--- src/rtl/mult_arb_pkg.sv ---
// Shared definitions for the multiplier-sharing arbiter.
// Holds default sizes, the response-register state encoding,
// and helpers for deriving id and product widths.
package mult_arb_pkg;

    localparam int WIDTH_DEF  = 4;
    localparam int NREQ_DEF   = 4;
    localparam int CNTW_DEF   = 16;
    localparam int PROD_W_DEF = 2 * WIDTH_DEF;

    // The response register is either empty or holding one product.
    typedef enum logic {
        ST_EMPTY = 1'b0,
        ST_FULL  = 1'b1
    } state_t;

    // Width of a requester index.
    // This is clamped to at least one bit so that a degenerate count still yields a legal vector.
    function automatic int idw(input int n);
        return (n <= 1) ? 1 : $clog2(n);
    endfunction

endpackage

--- src/rtl/rr_arbiter.sv ---
// Round-robin grant selection, purely combinational.
// Ports:
//   req          - pending request bits, one per requester
//   ptr          - index where the search starts (highest priority this cycle)
//   any          - at least one request is pending
//   grant_idx    - index of the first pending request at or after ptr, wrapping
//   grant_onehot - the same grant as a one-hot vector
module rr_arbiter
    import mult_arb_pkg::*;
#(
    parameter int NREQ = NREQ_DEF,
    localparam int IDW = idw(NREQ)
) (
    input  logic [NREQ-1:0] req,
    input  logic [IDW-1:0]  ptr,
    output logic            any,
    output logic [IDW-1:0]  grant_idx,
    output logic [NREQ-1:0] grant_onehot
);

    int w_idx;

    // Walk the requesters starting at ptr and take the first one that is set.
    // The index wraps by subtraction, so NREQ does not have to be a power of two.
    always_comb begin
        any          = 1'b0;
        grant_idx    = '0;
        grant_onehot = '0;
        w_idx        = 0;
        for (int k = 0; k < NREQ; k++) begin
            w_idx = int'(ptr) + k;
            if (w_idx >= NREQ) begin
                w_idx = w_idx - NREQ;
            end
            if (!any && req[w_idx]) begin
                any                 = 1'b1;
                grant_idx           = IDW'(w_idx);
                grant_onehot[w_idx] = 1'b1;
            end
        end
    end

endmodule

--- src/rtl/mult_share_arbiter.sv ---
// Shares one unsigned WIDTH x WIDTH multiplier among NREQ requesters.
// Each cycle, at most one request is granted in round-robin order.
// Its product is registered and presented on a single valid/ready response channel.
// Ports:
//   clk, rst      - clock, asynchronous active-high reset
//   req_valid     - per-requester operands pending
//   req_a, req_b  - packed operands, requester i at [i*WIDTH +: WIDTH]
//   req_ready     - one-hot grant; transfer when req_valid[i] & req_ready[i]
//   rsp_valid     - result register holds a product
//   rsp_ready     - consumer takes the result
//   rsp_id        - requester that owns the result
//   rsp_product   - registered product
//   op_count      - accepted-request counter, wraps
module mult_share_arbiter
    import mult_arb_pkg::*;
#(
    parameter int WIDTH = WIDTH_DEF,
    parameter int NREQ  = NREQ_DEF,
    parameter int CNTW  = CNTW_DEF,
    localparam int IDW  = idw(NREQ),
    localparam int PW   = 2 * WIDTH
) (
    input  logic              clk,
    input  logic              rst,
    input  logic [NREQ-1:0]   req_valid,
    input  logic [NREQ*WIDTH-1:0] req_a,
    input  logic [NREQ*WIDTH-1:0] req_b,
    output logic [NREQ-1:0]   req_ready,
    output logic              rsp_valid,
    input  logic              rsp_ready,
    output logic [IDW-1:0]    rsp_id,
    output logic [PW-1:0]     rsp_product,
    output logic [CNTW-1:0]   op_count
);

    state_t          r_state;
    logic [IDW-1:0]  r_ptr;
    logic [IDW-1:0]  r_id;
    logic [PW-1:0]   r_product;
    logic [CNTW-1:0] r_count;

    logic            w_any;
    logic [IDW-1:0]  w_grant_idx;
    logic [NREQ-1:0] w_grant_onehot;
    logic            w_can_issue;
    logic            w_accept;
    logic [WIDTH-1:0] w_a;
    logic [WIDTH-1:0] w_b;
    logic [PW-1:0]   w_product;
    logic [IDW-1:0]  w_ptr_next;

    rr_arbiter #(.NREQ(NREQ)) u_rr (
        .req          (req_valid),
        .ptr          (r_ptr),
        .any          (w_any),
        .grant_idx    (w_grant_idx),
        .grant_onehot (w_grant_onehot)
    );

    // A new product may be loaded when the register is empty or is draining this cycle.
    // Draining and refilling in the same cycle avoids a bubble.
    assign w_can_issue = (r_state == ST_EMPTY) || rsp_ready;
    assign w_accept    = w_can_issue && w_any;

    // The grant is gated off during reset, so nothing is handed out while the result is discarded.
    assign req_ready = (w_accept && !rst) ? w_grant_onehot : '0;

    assign w_a       = req_a[int'(w_grant_idx)*WIDTH +: WIDTH];
    assign w_b       = req_b[int'(w_grant_idx)*WIDTH +: WIDTH];
    assign w_product = PW'(w_a) * PW'(w_b);

    assign w_ptr_next = (w_grant_idx == IDW'(NREQ - 1)) ? '0 : w_grant_idx + 1'b1;

    // Response FSM plus the result, id, pointer and counter registers.
    // The pointer only advances on a grant, so idle cycles do not disturb the fairness order.
    always_ff @(posedge clk or posedge rst) begin
        if (rst) begin
            r_state   <= ST_EMPTY;
            r_ptr     <= '0;
            r_id      <= '0;
            r_product <= '0;
            r_count   <= '0;
        end else begin
            case (r_state)
                ST_EMPTY: if (w_accept) r_state <= ST_FULL;
                ST_FULL:  if (!w_accept && rsp_ready) r_state <= ST_EMPTY;
                default:  r_state <= ST_EMPTY;
            endcase
            if (w_accept) begin
                r_product <= w_product;
                r_id      <= w_grant_idx;
                r_ptr     <= w_ptr_next;
                r_count   <= r_count + 1'b1;
            end
        end
    end

    assign rsp_valid   = (r_state == ST_FULL);
    assign rsp_id      = r_id;
    assign rsp_product = r_product;
    assign op_count    = r_count;

endmodule
--- config.mk ---
export PLATFORM = sky130hd
export DESIGN_NAME = mult_share_arbiter
export DESIGN_NICKNAME = d
export VERILOG_FILES = /design/src/rtl/mult_arb_pkg.sv /design/src/rtl/rr_arbiter.sv /design/src/rtl/mult_share_arbiter.sv
export SDC_FILE = /design/constraint.sdc
export NUM_CORES = 1
export LEC_CHECK = 0
export CORE_MARGIN = 2
export CORE_UTILIZATION = 30
export CTS_CLUSTER_DIAMETER = 30
export DETAILED_ROUTE_END_ITERATION = 12
export PLACE_DENSITY = 0.58
export SETUP_SLACK_MARGIN = 0.15
export SLEW_MARGIN = 15
export SYNTH_ARGS = -nofsm -noshare
export SYNTH_HDL_FRONTEND = slang
export SYNTH_SLANG_ARGS = --single-unit
--- constraint.sdc ---
create_clock -name clk -period 11.1 [get_ports clk]
set_input_delay 1.11 -clock clk [delete_from_list [all_inputs] [get_ports clk]]
set_output_delay 1.11 -clock clk [all_outputs]
set_load 0.05 [all_outputs]
==> summary.md, run 1 <==
| Metric | Value |
|---|---|
| Status | finished, final reports clean |
| Unrepaired setup endpoints after global routing | false |
| Post-Route Setup TNS | 0 ps |
| Crit path DAT | 6140 ps |
| Synth Instances | 323 |
| Max stage delay on crit path | 650 ps |
| Seq/Total Area, Yosys | around a quarter |
| Post-Syn Area | around 2800 um^2 |
| Fmax achieved | approximately 170 MHz |
| Std-Cell Rows | 35 |
| Setup bufs post-CTS | 0 |
| H-tree depth | 2 |
| Crit path cell chain | clkdlybuf4s50_1 > mux4_2 > nor2b_4 > o21ai_2 > nand2_4 > mux4_2 > a211o_1 > fa_1 > inv_1 > fa_1 > ha_1 > a21o_1 > a21oi_1 > o21bai_1 > a21oi_1 > xor2_1 > o21ai_0 |
| Synth area leaders | dfrtp_1, nand2_1, mux2i_1, ha_1, mux4_2 |
| Final Hold Fails | 0 |
| Reg2reg start | r_ptr[0]$_DFFE_PP0P_ |
| Post-synth net total | 384 |
| Largest net degree at the start of global routing | 35 |
| First-pass detailed-route iteration total | 6 |
| Vias in the first global route | 2447 |
| Relative slew slack | 52.7% |
| Final nets | about 450 |
| 1st-iter DRT viols | between 100 and 150 |
| Hold buffers post-CTS | 0 |
| Maximum buffer depth of the clock tree | 2 |
| Post-synth cell types | 49 |
| Avg Synthesized Cell Area | between 8 and 9 um^2 |
| Filler cells | between 900 and 1000 |
| DR vias | between 2000 and 3000 |
| Post-synth top area share | around a quarter |
| Core Area | between 9000 and 10000 um^2 |
| Most used DFF post-synth | dfrtp_1 |
| First-pass GRT wire length | 11.5 mm |
| Diode count | 0 |
| Final RePlAce weighted congestion | roughly 0.88 |
| Initial antenna violation count | 0 |
| Hold Crit Start | op_count[15]$_DFFE_PP0P_ |
| PostCTS Resize Cnt | 0 |
| Final setup vio count | 0 |
| Final min period | about 6000 ps |
| Pwr/cell area | roughly 310 nW/um^2 |
| Register area | a little over 700 um^2 |
| Drt via density | 4.97 |
| Worst vdd ir | ~0.12 mV |
| Die width | between 100 and 150 um |
| HPWL Detailed | 5.45 mm |
| CP required | 11230 ps |
| CTS tree | yes |
| Worst Hold Depth | 1 |
| Drt drc | 0 |
| Yosys Warn Count | 0 |
| Area of the multi-input gates | about 1900 um^2 |
| Clock transition at path regs | 60 ps |
| Root Buffer | clkbuf_8 |
| Worst Setup End Kind | flip-flop |
| Seq cells post-synth | 29 |
| Final period util | 54.1% |
| Total die area | a little over 10000 um^2 |
| Final WL | approximately 6.8 mm |
| Max-cap viol count | 0 |
| Yosys top cell by area | dfrtp_1 |
| Post-route ant nets | 0 |
| Hold path endpoint | op_count[15]$_DFFE_PP0P_ |
| Terminus of the critical flop-to-flop path | rsp_product[7]$_DFFE_PP0P_ |
| Clk Latency, worst-skew pair | 270 ps |
| Clk sink count | 29 |
| Worst min-delay path class | reg2reg |
| Initial cell density of the core | between 30 and 40% |
| Worst Tran Pin Value | 703 ps |
| Area Growth Syn to Fin | 31.1% |
| Crit Path Max Fanout | 34 |
| CP max-delay cell | mux4_2 |
| Final Max Slew Viols | 0 |
| Total GRT Usage | 14.0% |
| Hold slack | 472 ps |
| Fin Clk Skew | ~6.4 ps |
| CP startpoint kind | input pin |
| EDFF count, synth | 0 |
| Die H | about 100 um |
| R2R Setup Slk | between 5000 and 6000 ps |
| I/O Buffers | 69 |
| Routed WL per cell | ~13 um |
| IO Count | 70 |
| Grt ovf | 0 |
| Num CTS Buffers | 5 |
| Worst r2r path cells | 18 |
| Async S/R FF share, synth | between 90% and 100% |
| Critical path class | in2reg |
| Layout cells sized above 1 | 7.65% |
| Leakage | 0.00171 uW |
-- synth_stat cells, drive strengths merged (5+ instances only) --
library cell / instances
xnor2: 16
mux2i: 26
o21ai: 14
inv: 40
ha: 18
nor2: 11
clkbuf: 5
nand2: 73
dfrtp: 29
buf: 6
mux4: 10
a21oi: 7
a211oi: 6
-- report_power, final --
group | switching (uW) | internal (uW) | leakage, uW
logic | 491 | 376 | 0.00130
clock network | 38.0 | 43.3 | 0.0000450
registers | 39.4 | 141 | 0.000371
total | 569 | 560 | 0.00171
-- through the flow --
stage / instance area [um^2] / setup WS (ps) / power, uW / util, % / instances
floorplan: 2810 / 5980 / 878 / - / 323
global placement: 3600 / 4870 / 1050 / 39.3 / 495
detailed placement: 3600 / 4770 / 1060 / 39.3 / 495
CTS: 3680 / 5070 / 1150 / 40.2 / 503
global route: 3680 / 4700 / 1250 / 40.2 / 503
finish: 3680 / 5090 / 1130 / 40.2 / 503
-- worst max-delay path by stage --
stage / start / to / slack [ps] / depth (start not counted)
after CTS: req_valid[2] / rsp_product[7]$_DFFE_PP0P_ / 5070 / 17
after global placement: req_valid[2] / rsp_product[7]$_DFFE_PP0P_ / 4870 / 17
after global routing: req_valid[2] / rsp_product[7]$_DFFE_PP0P_ / 4700 / 17
final: req_valid[2] / rsp_product[7]$_DFFE_PP0P_ / 5090 / 17
after detailed placement: req_valid[2] / rsp_product[7]$_DFFE_PP0P_ / 4770 / 17
after floorplan: req_valid[2] / rsp_product[7]$_DFFE_PP0P_ / 5980 / 16
-- worst max-delay path: cells and delay by family --
kind | cells | cell delay, ps
fa+ha+maj | 3 | 1320
mux | 2 | 1210
compound gates | 7 | 1070
simple gates | 2 | 660
buf+inv | 2 | 590
xor+xnor | 1 | 160
-- cell usage in the layout (no fill, tap or decap), types with 2 or more instances in the layout --
master and n:
mux2_2 4, o21ai_2 3, mux2i_1 26, fa_1 4, clkdlybuf4s50_1 69, ha_1 18
a31oi_1 4, mux4_2 9, nor2_1 11, nand4_1 4, nand2_1 72, o21ai_0 7
a22oi_1 4, clkinv_2 2, clkbuf_8 5, a21o_1 4, o21ai_1 4, nor2b_1 3
buf_4 3, o21a_1 2, a221oi_1 4, xor2_1 4, nor3b_1 2, inv_1 39
dfrtp_1 29, xnor2_1 16, and3_1 3, a211oi_1 6, a21oi_1 7, nand3_1 4
-- final cells by class --
type | instances | share of cell area, %
clock buffer | 6 | 1.97
inverter | 40 | 4.08
clock inverter | 2 | 0.272
tap | 111 | 3.77
timing repair buffer | 72 | 19.4
sequential | 29 | 19.7
multi-input combinational | 243 | 50.8
-- flip-flops by register name, indices dropped and copies added, names as in the netlist --
signal,cells
op_count,16
r_ptr,2
rsp_id,2
rsp_product,8
rsp_valid,1
-- kinds of logic after synthesis --
group                      synth area share [%]
AOI/OAI and AO/OA                          12.7
xor gates and xnor gates                   6.24
adders and majority gates                  10.9
buffers and inverters                      7.71
DFF                                        25.8
muxes                                      19.0
and+or+nand+nor                            17.6
-- metal layers --
layer / GRT usage [%] / wire [um] / up-vias
met5: 0 / 0 / -
met4: 3.06 / 56 / 0
met3: 2.29 / 303 / 4
met2: 25.5 / 3470 / 61
met1: 17.2 / 2940 / 1190
li1: - / - / 1247
(Power assumes the default switching activity.)
==> run 2, diff against run 1 <==
==> constraint.sdc (replaced) <==
create_clock -name clk -period 6 [get_ports clk]
set_input_delay 0.6 -clock clk [delete_from_list [all_inputs] [get_ports clk]]
set_output_delay 0.6 -clock clk [all_outputs]
set_load 0.05 [all_outputs]
==> run 2 against run 1 <==
Final area rose by 0.61%; clock skew rose by 2.2 ps; setup slack got worse by 4400 ps; sequential share of layout area fell by 0.12 points; critical path depth rose by 1; clock power rose by 85%; first-iteration DRC count fell by 16%; highest routed layer unchanged; largest cell class unchanged; utilization rose by 0.25 points; via count fell by 1.3%; register-to-register slack got worse by 4700 ps.
==> summary.md, run 2 (same netlist as run 1, synthesis figures left out) <==
| Metric | Value |
|---|---|
| CTS tree | yes (unchanged) |
| Unrepaired setup endpoints after global routing | false (unchanged) |
| Layout cells sized above 1 | 8.35% (was 7.65%) |
| Relative slew slack | 55.7% (was 52.7%) |
| CP required | 6130 ps (was 11230 ps) |
| Worst Tran Pin Value | 659 ps (was 703 ps) |
| Logic gate share of total power | 78.0% (was 76.8%) |
| IO Count | 70 (unchanged) |
| HPWL Detailed | 5.56 mm (was 5.45 mm) |
| Hold buffers post-CTS | 0 (unchanged) |
| Placed cell areas | 3620 um^2 (was 3600 um^2) |
| Terminus of the critical flop-to-flop path | rsp_product[7]$_DFFE_PP0P_ (unchanged) |
| Worst Hold Depth | 1 (unchanged) |
| Final core occ | 40.5% (was 40.2%) |
| Initial antenna violation count | 0 (unchanged) |
| Max reg flops | 16 (unchanged) |
| Cell internal pwr | 1060 uW (was 560 uW) |
| Die H | 101 um (unchanged) |
| Net Sw Power | 1070 uW (was 569 uW) |
| Num CTS Buffers | 5 (unchanged) |
| Root Buffer | clkbuf_8 (unchanged) |
| Fmax achieved | between 150 and 200 MHz |
| Diode count | 0 (unchanged) |
| Commonest non-fill, non-tap cells in the layout | nand2_1, clkdlybuf4s50_1, inv_1 (unchanged) |
| Drt drc | 0 (unchanged) |
| Core Area | 9150 um^2 (unchanged) |
| R2R Setup Slk | 690 ps (was 5390 ps) |
| Pwr/cell area | 575 nW/um^2 (was 307 nW/um^2) |
| Setup bufs post-CTS | 0 (unchanged) |
| Status | finished, final reports clean (unchanged) |
| Layout Cells excl Fill | 506 (was 503) |
| Reg2reg start | r_ptr[1]$_DFFE_PP0P_ (was r_ptr[0]$_DFFE_PP0P_) |
| Final Hold Fails | 0 (unchanged) |
| Hold path endpoint | op_count[15]$_DFFE_PP0P_ (unchanged) |
| Leakage | 0.00173 uW (was 0.00171 uW) |
| PostCTS Resize Cnt | 0 (unchanged) |
| I/O Buffers | 69 (unchanged) |
| Final period util | 88.6% |
| Worst r2r path cells | 18 (unchanged) |
| Post-route ant nets | 0 (unchanged) |
| Placed Cells | 498 (was 495) |
| Final min period | 5310 ps |
| Total GRT Usage | 14.0% (about the same) |
| Vias in the first global route | 2353 (was 2447) |
| Largest net degree at the start of global routing | 31 (was 35) |
| Routed WL per cell | 13.7 um (was 13.5 um) |
| Hold Crit Start | op_count[15]$_DFFE_PP0P_ (unchanged) |
| Final Max Slew Viols | 0 (unchanged) |
| Total die area | 10100 um^2 (unchanged) |
| H-tree depth | 2 (unchanged) |
| Final WL | 6.93 mm (was 6.77 mm) |
| Drt via density | 4.88 (was 4.97) |
| DR vias | 2470 (was 2502) |
| CP startpoint kind | flip-flop (was input pin) |
| Cell area after layout | 3700 um^2 (was 3680 um^2) |
| First-pass GRT wire length | 11.4 mm (was 11.5 mm) |
| Worst min-delay path class | reg2reg (unchanged) |
| Initial cell density of the core | 30.7% (unchanged) |
| Max-cap viol count | 0 (unchanged) |
| Maximum buffer depth of the clock tree | 2 (unchanged) |
| Sequential share of power | 15.0% (was 16.0%) |
| Critical path class | reg2reg (was in2reg) |
| Clk Latency, worst-skew pair | 270 ps (about the same) |
| Die width | 101 um (unchanged) |
| Worst Setup End Kind | flip-flop (unchanged) |
| Final nets | 455 (was 452) |
| Area Growth Syn to Fin | 31.9% (was 31.1%) |
| First-pass detailed-route iteration total | 7 (was 6) |
| Worst vdd ir | 0.208 mV (was 0.120 mV) |
| Crit Path Max Fanout | 13 (was 34) |
| Switching part of the total | 50.2% (was 50.4%) |
| Final setup vio count | 0 (unchanged) |
| Std-Cell Rows | 35 (unchanged) |
| Clock share of power | 7.0% (was 7.2%) |
| Filler cells | 917 (was 921) |
| 1st-iter DRT viols | 119 (was 142) |
| Grt ovf | 0 (unchanged) |
| Clk sink count | 29 (unchanged) |
| Final RePlAce weighted congestion | 0.951 (was 0.879) |
| Fin Clk Skew | 8.57 ps (was 6.36 ps) |
| Post-Route Setup TNS | 0 ps (unchanged) |
| Crit path DAT | 5450 ps (was 6140 ps) |
| Clock transition at path regs | 60 ps (about the same) |
| Most common cell after layout, fill and taps aside | nand2_1 (unchanged) |
==> run 2: changes by cell type in the layout (fill, tap and decap cells not counted), sizes merged <==
| cell | change |
|---|---|
| buf | +3 |
==> run 2: through the flow <==
stage,setup slack [ps],power (uW),hold slack [ps]
global placement,564,1970,462
finish,686,2130,474
detailed placement,410,1990,471
CTS,630,2160,480
global route,318,2350,499
floorplan,971,1620,686
==> run 2: worst max path at each step <==
stage / start / endpoint / slack, ps / cells after the start
finish: r_ptr[1]$_DFFE_PP0P_ / rsp_product[7]$_DFFE_PP0P_ / 690 / 18
CTS: r_ptr[1]$_DFFE_PP0P_ / rsp_product[7]$_DFFE_PP0P_ / 630 / 18
global placement: req_valid[2] / rsp_product[7]$_DFFE_PP0P_ / 560 / 17
detailed placement: req_valid[2] / rsp_product[7]$_DFFE_PP0P_ / 410 / 17
floorplan: r_ptr[0]$_DFFE_PP0P_ / rsp_product[7]$_DFFE_PP0P_ / 970 / 19
global route: r_ptr[1]$_DFFE_PP0P_ / rsp_product[7]$_DFFE_PP0P_ / 320 / 18
==> run 2: cell type report <==
class,instances,area (um^2),area share (%)
well taps,111,139,3.75
multi-input cells,243,1870,50.5
clock buffers,6,72.6,1.96
flip-flops and latches,29,726,19.6
clock inverters,2,10.0,0.270
repair buffers,75,736,19.9
inverters,40,150,4.06
==> run 2: power by group through the flow <==
| stage | logic (uW) | registers (uW) | clock network, uW |
|---|---|---|---|
| floorplan | 1130 | 491 | 0 |
| finish | 1660 | 318 | 150 |
| global placement | 1650 | 321 | 0 |
| CTS | 1680 | 321 | 156 |
| detailed placement | 1670 | 325 | 0 |
| global route | 1860 | 330 | 164 |
==> run 2: per-layer routing <==
metal	track usage (%)	part of all wire (%)	vias up
met4	2.85	0.85	0
met5	0	0	-
met3	1.87	3.8	6
met2	25.2	51	57
li1	-	-	1247
met1	17.9	45	1160
==> run 2: worst max-delay path, cell delays in order, from the launching register on <==
cell      delay (ps)
dfrtp_1          570
inv_1            110
ha_1             420
mux4_2           520
nor2b_1          180
o21ai_2          180
nand2_4          160
mux4_2           450
a211o_1          270
fa_1             530
inv_1             50
fa_1             490
ha_1             310
a21o_1           150
a21oi_1          230
o21bai_1         100
a21oi_1          170
xor2_1           170
o21ai_0           90
==> run 3, diff against run 2 <==
--- a/config.mk
+++ b/config.mk
@@ -11,7 +11,7 @@
 export DETAILED_ROUTE_END_ITERATION = 12
 export PLACE_DENSITY = 0.58
 export SETUP_SLACK_MARGIN = 0.15
-export SLEW_MARGIN = 15
+export SLEW_MARGIN = 10
 export SYNTH_ARGS = -nofsm -noshare
 export SYNTH_HDL_FRONTEND = slang
 export SYNTH_SLANG_ARGS = --single-unit
==> results of run 3 <==
No change in the layout: final DEF, timing and power equal those of run 2.
